### config.mk
export PLATFORM = sky130hd
export DESIGN_NAME = keypad_matrix_scanner_flat
export DESIGN_NICKNAME = d
export VERILOG_FILES = /design/src/rtl/keypad_pkg.sv /design/src/rtl/keypad_matrix_scanner_if.sv /design/src/rtl/keypad_evt_fifo.sv /design/src/rtl/keypad_matrix_scanner.sv /design/src/flat_wrapper.sv
export SDC_FILE = /design/constraint.sdc
export NUM_CORES = 1
export LEC_CHECK = 0
export CAP_MARGIN = 40
export CORE_MARGIN = 10
export CORE_UTILIZATION = 45
export CTS_CLUSTER_DIAMETER = 80
export DETAILED_ROUTE_END_ITERATION = 6
export GPL_TIMING_DRIVEN = 0
export HOLD_SLACK_MARGIN = 0.06
export MAX_ROUTING_LAYER = met4
export SYNTH_ARGS = -nofsm -noshare
export SYNTH_HDL_FRONTEND = slang
export SYNTH_HIERARCHICAL = 1
export SYNTH_SLANG_ARGS = --single-unit
### constraint.sdc
create_clock -name clk -period 3.3 [get_ports clk]
set_input_delay 0.825 -clock clk [delete_from_list [all_inputs] [get_ports clk]]
set_output_delay 0.825 -clock clk [all_outputs]
set_load 0.03 [all_outputs]
### src/rtl/keypad_pkg.sv
// Shared types and helpers for the matrix keypad scanner and its event FIFO.
package keypad_pkg;

    typedef enum logic [1:0] {
        SETTLE,
        CAPTURE,
        EVAL,
        ADVANCE
    } scan_state_t;

    // Wide enough for the largest keypad (8x8); narrower keypads zero-extend the code.
    localparam int EVT_CODE_W = 6;

    typedef struct packed {
        logic                  press;
        logic [EVT_CODE_W-1:0] code;
    } key_evt_t;

    function automatic int key_width(input int rows, input int cols);
        return (rows * cols > 1) ? $clog2(rows * cols) : 1;
    endfunction

endpackage

### src/rtl/keypad_matrix_scanner_if.sv
// Press/release event stream between the keypad scanner (master) and its consumer (slave).
interface keypad_matrix_scanner_if #(
    parameter int KW = 4
) ();

    logic          evt_valid;
    logic          evt_ready;
    logic [KW-1:0] evt_code;
    logic          evt_press;

    modport master (
        output evt_valid,
        output evt_code,
        output evt_press,
        input  evt_ready
    );

    modport slave (
        input  evt_valid,
        input  evt_code,
        input  evt_press,
        output evt_ready
    );

endinterface

### src/rtl/keypad_evt_fifo.sv
// Small synchronous FIFO holding key events; extra pointer bit separates full from empty.
module keypad_evt_fifo #(
    parameter int DEPTH = 8,
    parameter int WIDTH = 7
) (
    input  logic             clk,
    input  logic             rst_n,
    input  logic             push,
    input  logic [WIDTH-1:0] push_data,
    output logic             full,
    input  logic             pop,
    output logic             empty,
    output logic [WIDTH-1:0] head
);

    localparam int AW = $clog2(DEPTH);

    logic [WIDTH-1:0] mem_q [DEPTH];
    logic [AW:0]      wptr_q, wptr_d;
    logic [AW:0]      rptr_q, rptr_d;
    logic             wr_en;
    logic             rd_en;

    assign empty = (wptr_q == rptr_q);
    assign full  = (wptr_q[AW] != rptr_q[AW]) && (wptr_q[AW-1:0] == rptr_q[AW-1:0]);
    assign head  = mem_q[rptr_q[AW-1:0]];

    // When full, the slot being written is exactly the one being popped this cycle.
    always_comb begin
        rd_en  = pop && !empty;
        wr_en  = push && (!full || rd_en);
        wptr_d = wptr_q;
        rptr_d = rptr_q;
        if (wr_en) begin
            wptr_d = wptr_q + (AW+1)'(1);
        end
        if (rd_en) begin
            rptr_d = rptr_q + (AW+1)'(1);
        end
    end

    always_ff @(posedge clk or negedge rst_n) begin
        if (!rst_n) begin
            wptr_q <= '0;
            rptr_q <= '0;
        end else begin
            wptr_q <= wptr_d;
            rptr_q <= rptr_d;
        end
    end

    always_ff @(posedge clk) begin
        if (wr_en) begin
            mem_q[wptr_q[AW-1:0]] <= push_data;
        end
    end

endmodule

### src/rtl/keypad_matrix_scanner.sv
// Column-scanning keypad reader with per-key debounce, a level bitmap of keys,
// and a press/release event FIFO behind a valid/ready handshake.
module keypad_matrix_scanner
    import keypad_pkg::*;
#(
    parameter int ROWS           = 4,
    parameter int COLS           = 4,
    parameter int SCAN_DIV       = 300_000,
    parameter int DEBOUNCE_SCANS = 3,
    parameter int FIFO_DEPTH     = 8
) (
    input  logic                 clk,
    input  logic                 rst_n,
    input  logic [ROWS-1:0]      row,
    output logic [COLS-1:0]      col,
    output logic [ROWS*COLS-1:0] keys,
    keypad_matrix_scanner_if.master evt,
    output logic                 overflow,
    input  logic                 ovf_clr
);

    localparam int NK    = ROWS * COLS;
    localparam int KW    = key_width(ROWS, COLS);
    localparam int RW    = $clog2(ROWS);
    localparam int CIW   = $clog2(COLS);
    localparam int DW    = (SCAN_DIV > 1) ? $clog2(SCAN_DIV) : 1;
    localparam int CNT_W = $clog2(DEBOUNCE_SCANS + 1);

    scan_state_t     state_q, state_d;
    logic [ROWS-1:0] row_meta_q, row_meta_d;
    logic [ROWS-1:0] row_sync_q, row_sync_d;
    logic [DW-1:0]   div_q, div_d;
    logic [CIW-1:0]  col_idx_q, col_idx_d;
    logic [RW-1:0]   row_idx_q, row_idx_d;
    logic [ROWS-1:0] sample_q, sample_d;
    logic [NK-1:0]   keys_q, keys_d;
    logic [COLS-1:0] col_q, col_d;
    logic            overflow_q, overflow_d;
    logic [CNT_W-1:0] cnt_q [NK];
    logic [CNT_W-1:0] cnt_d [NK];

    logic [KW-1:0]   key_idx;
    logic            push;
    key_evt_t        push_evt;
    key_evt_t        head_evt;
    logic            pop;
    logic            fifo_full;
    logic            fifo_empty;

    always_comb begin
        row_meta_d = row;
        row_sync_d = row_meta_q;
        state_d    = state_q;
        div_d      = div_q;
        col_idx_d  = col_idx_q;
        row_idx_d  = row_idx_q;
        sample_d   = sample_q;
        keys_d     = keys_q;
        cnt_d      = cnt_q;
        overflow_d = overflow_q;
        push       = 1'b0;
        push_evt   = '0;
        key_idx    = KW'(int'(row_idx_q) * COLS + int'(col_idx_q));

        unique case (state_q)
            SETTLE: begin
                if (div_q == DW'(SCAN_DIV - 1)) begin
                    div_d   = '0;
                    state_d = CAPTURE;
                end else begin
                    div_d = div_q + DW'(1);
                end
            end
            CAPTURE: begin
                sample_d = ~row_sync_q;
                state_d  = EVAL;
            end
            EVAL: begin
                // A key flips only after DEBOUNCE_SCANS consecutive disagreeing samples.
                if (sample_q[row_idx_q] == keys_q[key_idx]) begin
                    cnt_d[key_idx] = '0;
                end else if (cnt_q[key_idx] == CNT_W'(DEBOUNCE_SCANS - 1)) begin
                    keys_d[key_idx] = ~keys_q[key_idx];
                    cnt_d[key_idx]  = '0;
                    push            = 1'b1;
                    push_evt.press  = ~keys_q[key_idx];
                    push_evt.code   = EVT_CODE_W'(key_idx);
                end else begin
                    cnt_d[key_idx] = cnt_q[key_idx] + CNT_W'(1);
                end
                if (row_idx_q == RW'(ROWS - 1)) begin
                    row_idx_d = '0;
                    state_d   = ADVANCE;
                end else begin
                    row_idx_d = row_idx_q + RW'(1);
                end
            end
            ADVANCE: begin
                col_idx_d = (col_idx_q == CIW'(COLS - 1)) ? '0 : col_idx_q + CIW'(1);
                state_d   = SETTLE;
            end
            default: state_d = SETTLE;
        endcase

        col_d = ~(COLS'(1) << col_idx_d);

        // A dropped event wins over a clear arriving in the same cycle.
        if (ovf_clr) begin
            overflow_d = 1'b0;
        end
        if (push && fifo_full && !pop) begin
            overflow_d = 1'b1;
        end
    end

    always_ff @(posedge clk or negedge rst_n) begin
        if (!rst_n) begin
            row_meta_q <= '1;
            row_sync_q <= '1;
            state_q    <= SETTLE;
            div_q      <= '0;
            col_idx_q  <= '0;
            row_idx_q  <= '0;
            sample_q   <= '0;
            keys_q     <= '0;
            col_q      <= '1;
            overflow_q <= 1'b0;
            cnt_q      <= '{default: '0};
        end else begin
            row_meta_q <= row_meta_d;
            row_sync_q <= row_sync_d;
            state_q    <= state_d;
            div_q      <= div_d;
            col_idx_q  <= col_idx_d;
            row_idx_q  <= row_idx_d;
            sample_q   <= sample_d;
            keys_q     <= keys_d;
            col_q      <= col_d;
            overflow_q <= overflow_d;
            cnt_q      <= cnt_d;
        end
    end

    keypad_evt_fifo #(
        .DEPTH (FIFO_DEPTH),
        .WIDTH ($bits(key_evt_t))
    ) u_evt_fifo (
        .clk       (clk),
        .rst_n     (rst_n),
        .push      (push),
        .push_data (push_evt),
        .full      (fifo_full),
        .pop       (pop),
        .empty     (fifo_empty),
        .head      (head_evt)
    );

    assign pop           = !fifo_empty && evt.evt_ready;
    assign evt.evt_valid = !fifo_empty;
    assign evt.evt_code  = fifo_empty ? '0 : KW'(head_evt.code);
    assign evt.evt_press = fifo_empty ? 1'b0 : head_evt.press;

    assign col      = col_q;
    assign keys     = keys_q;
    assign overflow = overflow_q;

endmodule

### src/flat_wrapper.sv
// flat-port wrapper written by rule: the top's interface ports become plain ports
module keypad_matrix_scanner_flat import keypad_pkg::*;
#(
    parameter int ROWS           = 4,
    parameter int COLS           = 4,
    parameter int SCAN_DIV       = 300_000,
    parameter int DEBOUNCE_SCANS = 3,
    parameter int FIFO_DEPTH     = 8
)
  (clk, rst_n, row, col, keys, overflow, ovf_clr, evt_evt_valid, evt_evt_code, evt_evt_press, evt_evt_ready);
  keypad_matrix_scanner_if #(.KW(4)) evt_i ();
  input  logic clk;
  input  logic rst_n;
  input  logic [ROWS-1:0] row;
  output logic [COLS-1:0] col;
  output logic [ROWS*COLS-1:0] keys;
  output logic overflow;
  input  logic ovf_clr;
  output wire logic [$bits(evt_i.evt_valid)-1:0] evt_evt_valid;
  output wire logic [$bits(evt_i.evt_code)-1:0] evt_evt_code;
  output wire logic [$bits(evt_i.evt_press)-1:0] evt_evt_press;
  input wire logic [$bits(evt_i.evt_ready)-1:0] evt_evt_ready;
  assign evt_evt_valid = evt_i.evt_valid;
  assign evt_evt_code = evt_i.evt_code;
  assign evt_evt_press = evt_i.evt_press;
  assign evt_i.evt_ready = evt_evt_ready;
  keypad_matrix_scanner #(.ROWS(ROWS), .COLS(COLS), .SCAN_DIV(SCAN_DIV), .DEBOUNCE_SCANS(DEBOUNCE_SCANS), .FIFO_DEPTH(FIFO_DEPTH)) u_core (.clk(clk), .rst_n(rst_n), .row(row), .col(col), .keys(keys), .evt(evt_i), .overflow(overflow), .ovf_clr(ovf_clr));
endmodule
==> flow_metrics.tcl <==
set metrics [dict create \
    place.gp.congestion 0.854 \
    grt_max_degree 60 \
    hold_viol 0 \
    maxSlewHeadroom_pct 53.8 \
    first_global_vias 4698 \
    coreArea_um2 14700 \
    clock_latency_ns 0.42 \
    path_max_fanout 7 \
    final-instance-count-excl-fill 800 \
    fin_crit_ns 3.20 \
    cts.path.max_buffers 2 \
    drive_above_1_share_pct 21.6 \
    antenna_found_initial 0 \
    p_leak_nw 3.35 \
    viasPerCell 5.84 \
    cts_sinks 138 \
    syn_nets 570 \
    cts_tree "built" \
    first_iter_violations 381 \
    status "completed" \
    fmax_mhz 313 \
    dieArea_um2 20500 \
    die_h_um 143 \
    wl_per_cell_um 19.3 \
    path_class "flop to output port" \
    num_antenna_cells 0 \
    postCtsHoldBufs 0 \
    reg2reg_slack_ns 0.15 \
    p_per_area_nw_per_um2 565 \
    finalSetupViolations 0 \
    yosys_warnings 6 \
    rows 44 \
    fin_skew_ns 0.0107 \
    peakVddDrop_v 0.000382 \
    dp_hpwl_um 10800 \
    dr_total_vias 4674 \
    maxCapViolCount 0 \
    worst_slew_pin_slew_ns 0.689 \
    synth.avg_cell_area_um2 12.5 \
    hold_path_class "flop to flop" \
    place_inst 766 \
    clockRootBuffer "clkbuf_16" \
    rsz0062_at_grt "no" \
    initial_core_util_pct 46.4 \
    portBuffers 34 \
    final_cell_mix "dfrtp_1 (85), nand2_1 (52), edfxtp_1 (40)" \
    drc_errors 0 \
    place_area_um2 7440 \
    final_area_um2 8250 \
    synth_area_um2 6820 \
    drt_pass1_iterations 5 \
    htreeDepth 4 \
    grt_usage_pct 16.3 \
    crit_path_end_kind "output port" \
    min_period_over_period_pct 96.9 \
    worst_setup_path_start_kind "flop" \
    worstPathArrival_ns 2.37 \
    holdWs_ns 0.352 \
    synthToLayoutAreaGrowth_pct 21.0 \
    grt_first_pass_wirelength_um 25300 \
    layout_commonest_cell "dfrtp_1" \
    crit_required_ns 2.47 \
    clkTransAtPathRegs_ns 0.06 \
    cts_buffers 17 \
    total_power_mw 4.66 \
    grt-ovfl-total 0 \
    final_antenna_net_count 0 \
    wl_um 15500 \
    final_nets 628 \
    io_pins 35 \
    die_w_um 143 \
    synth_cells 545 \
    drv_slew 0 \
]
[worst max-delay path: stages, from the launching register on]
cell and delay (ns):
dfrtp_1 0.36, buf_6 0.16, buf_12 0.13, mux4_1 0.53
mux2_2 0.27, nor2b_1 0.12, dlygate4sd2_1 0.36
[through the flow]
stage	TNS (ns)	setup WS [ns]	utilization, %
6_report	0	0.102	56.1
5_1_grt	0	0.00165	56.1
4_1_cts	0	0.0200	55.9
3_5_place_dp	-23.72	-0.701	50.6
3_3_place_gp	-247.60	-2.41	50.3
2_1_floorplan	-0.0409	-0.00818	-
[registers in the layout, indices dropped and copies added, names as in the netlist, 4 cells and up]
| name | count |
|---|---|
| u_core/row_sync_q | 4 |
| u_core/div_q | 19 |
| u_core/u_evt_fifo/rptr_q | 4 |
| u_core/row_meta_q | 4 |
| u_core/sample_q | 4 |
| u_core/keys | 16 |
| u_core/u_evt_fifo/wptr_q | 4 |
| u_core/u_evt_fifo/mem_q | 40 |
| u_core/col | 4 |
| u_core/cnt_q | 32 |
[routing by layer]
metal | GRT usage (%) | share of wire, % | vias up
met5 | - | 0 | -
met4 | 6.68 | 1.6 | 0
met3 | 4.44 | 4.9 | 25
met2 | 24.4 | 48 | 130
met1 | 20.5 | 45 | 2349
li1 | - | - | 2170
[area by class of cell]
type                            instances  area [um2]
Sequential cell                       138        3670
Inverter                               19        71.3
Tap cell                              184         230
Clock inverter                         11         174
Fill cell                            1231        6450
Timing Repair Buffer                   39         384
Buffer                                 32         243
Clock buffer                           21         526
Multi-Input combinational cell        356        2960
[final timing paths]
check / startpoint / endpoint / depth (start not counted)
min in group asynchronous: rst_n / u_core/overflow / 1
worst max-delay path: u_core/u_evt_fifo/rptr_q[0] / evt_evt_code[3] / 6
max in group asynchronous: rst_n / u_core/col[0] / 2
worst min-delay path: u_core/row_meta_q[0] / u_core/row_sync_q[0] / 0
worst max register to register: u_core/col_idx_q[0] / u_core/u_evt_fifo/mem_q[0][2] / 10
worst min register to register: u_core/row_meta_q[0] / u_core/row_sync_q[0] / 0
[report_power, final]
group / internal (mW) / switching (mW)
registers: 1.79 / 0.0219
logic: 0.302 / 0.354
clock network: 1.45 / 0.745
total: 3.54 / 1.12
[what timing repair did]
item | CTS | global route
pin swaps | 2 | 0
setup endpoints to repair | 82 | 37
setup buffers | 1 | 1
gates resized for setup | 26 | 9
gates cloned | 0 | 0
No activity file was read; power rests on OpenSTA's default activity.
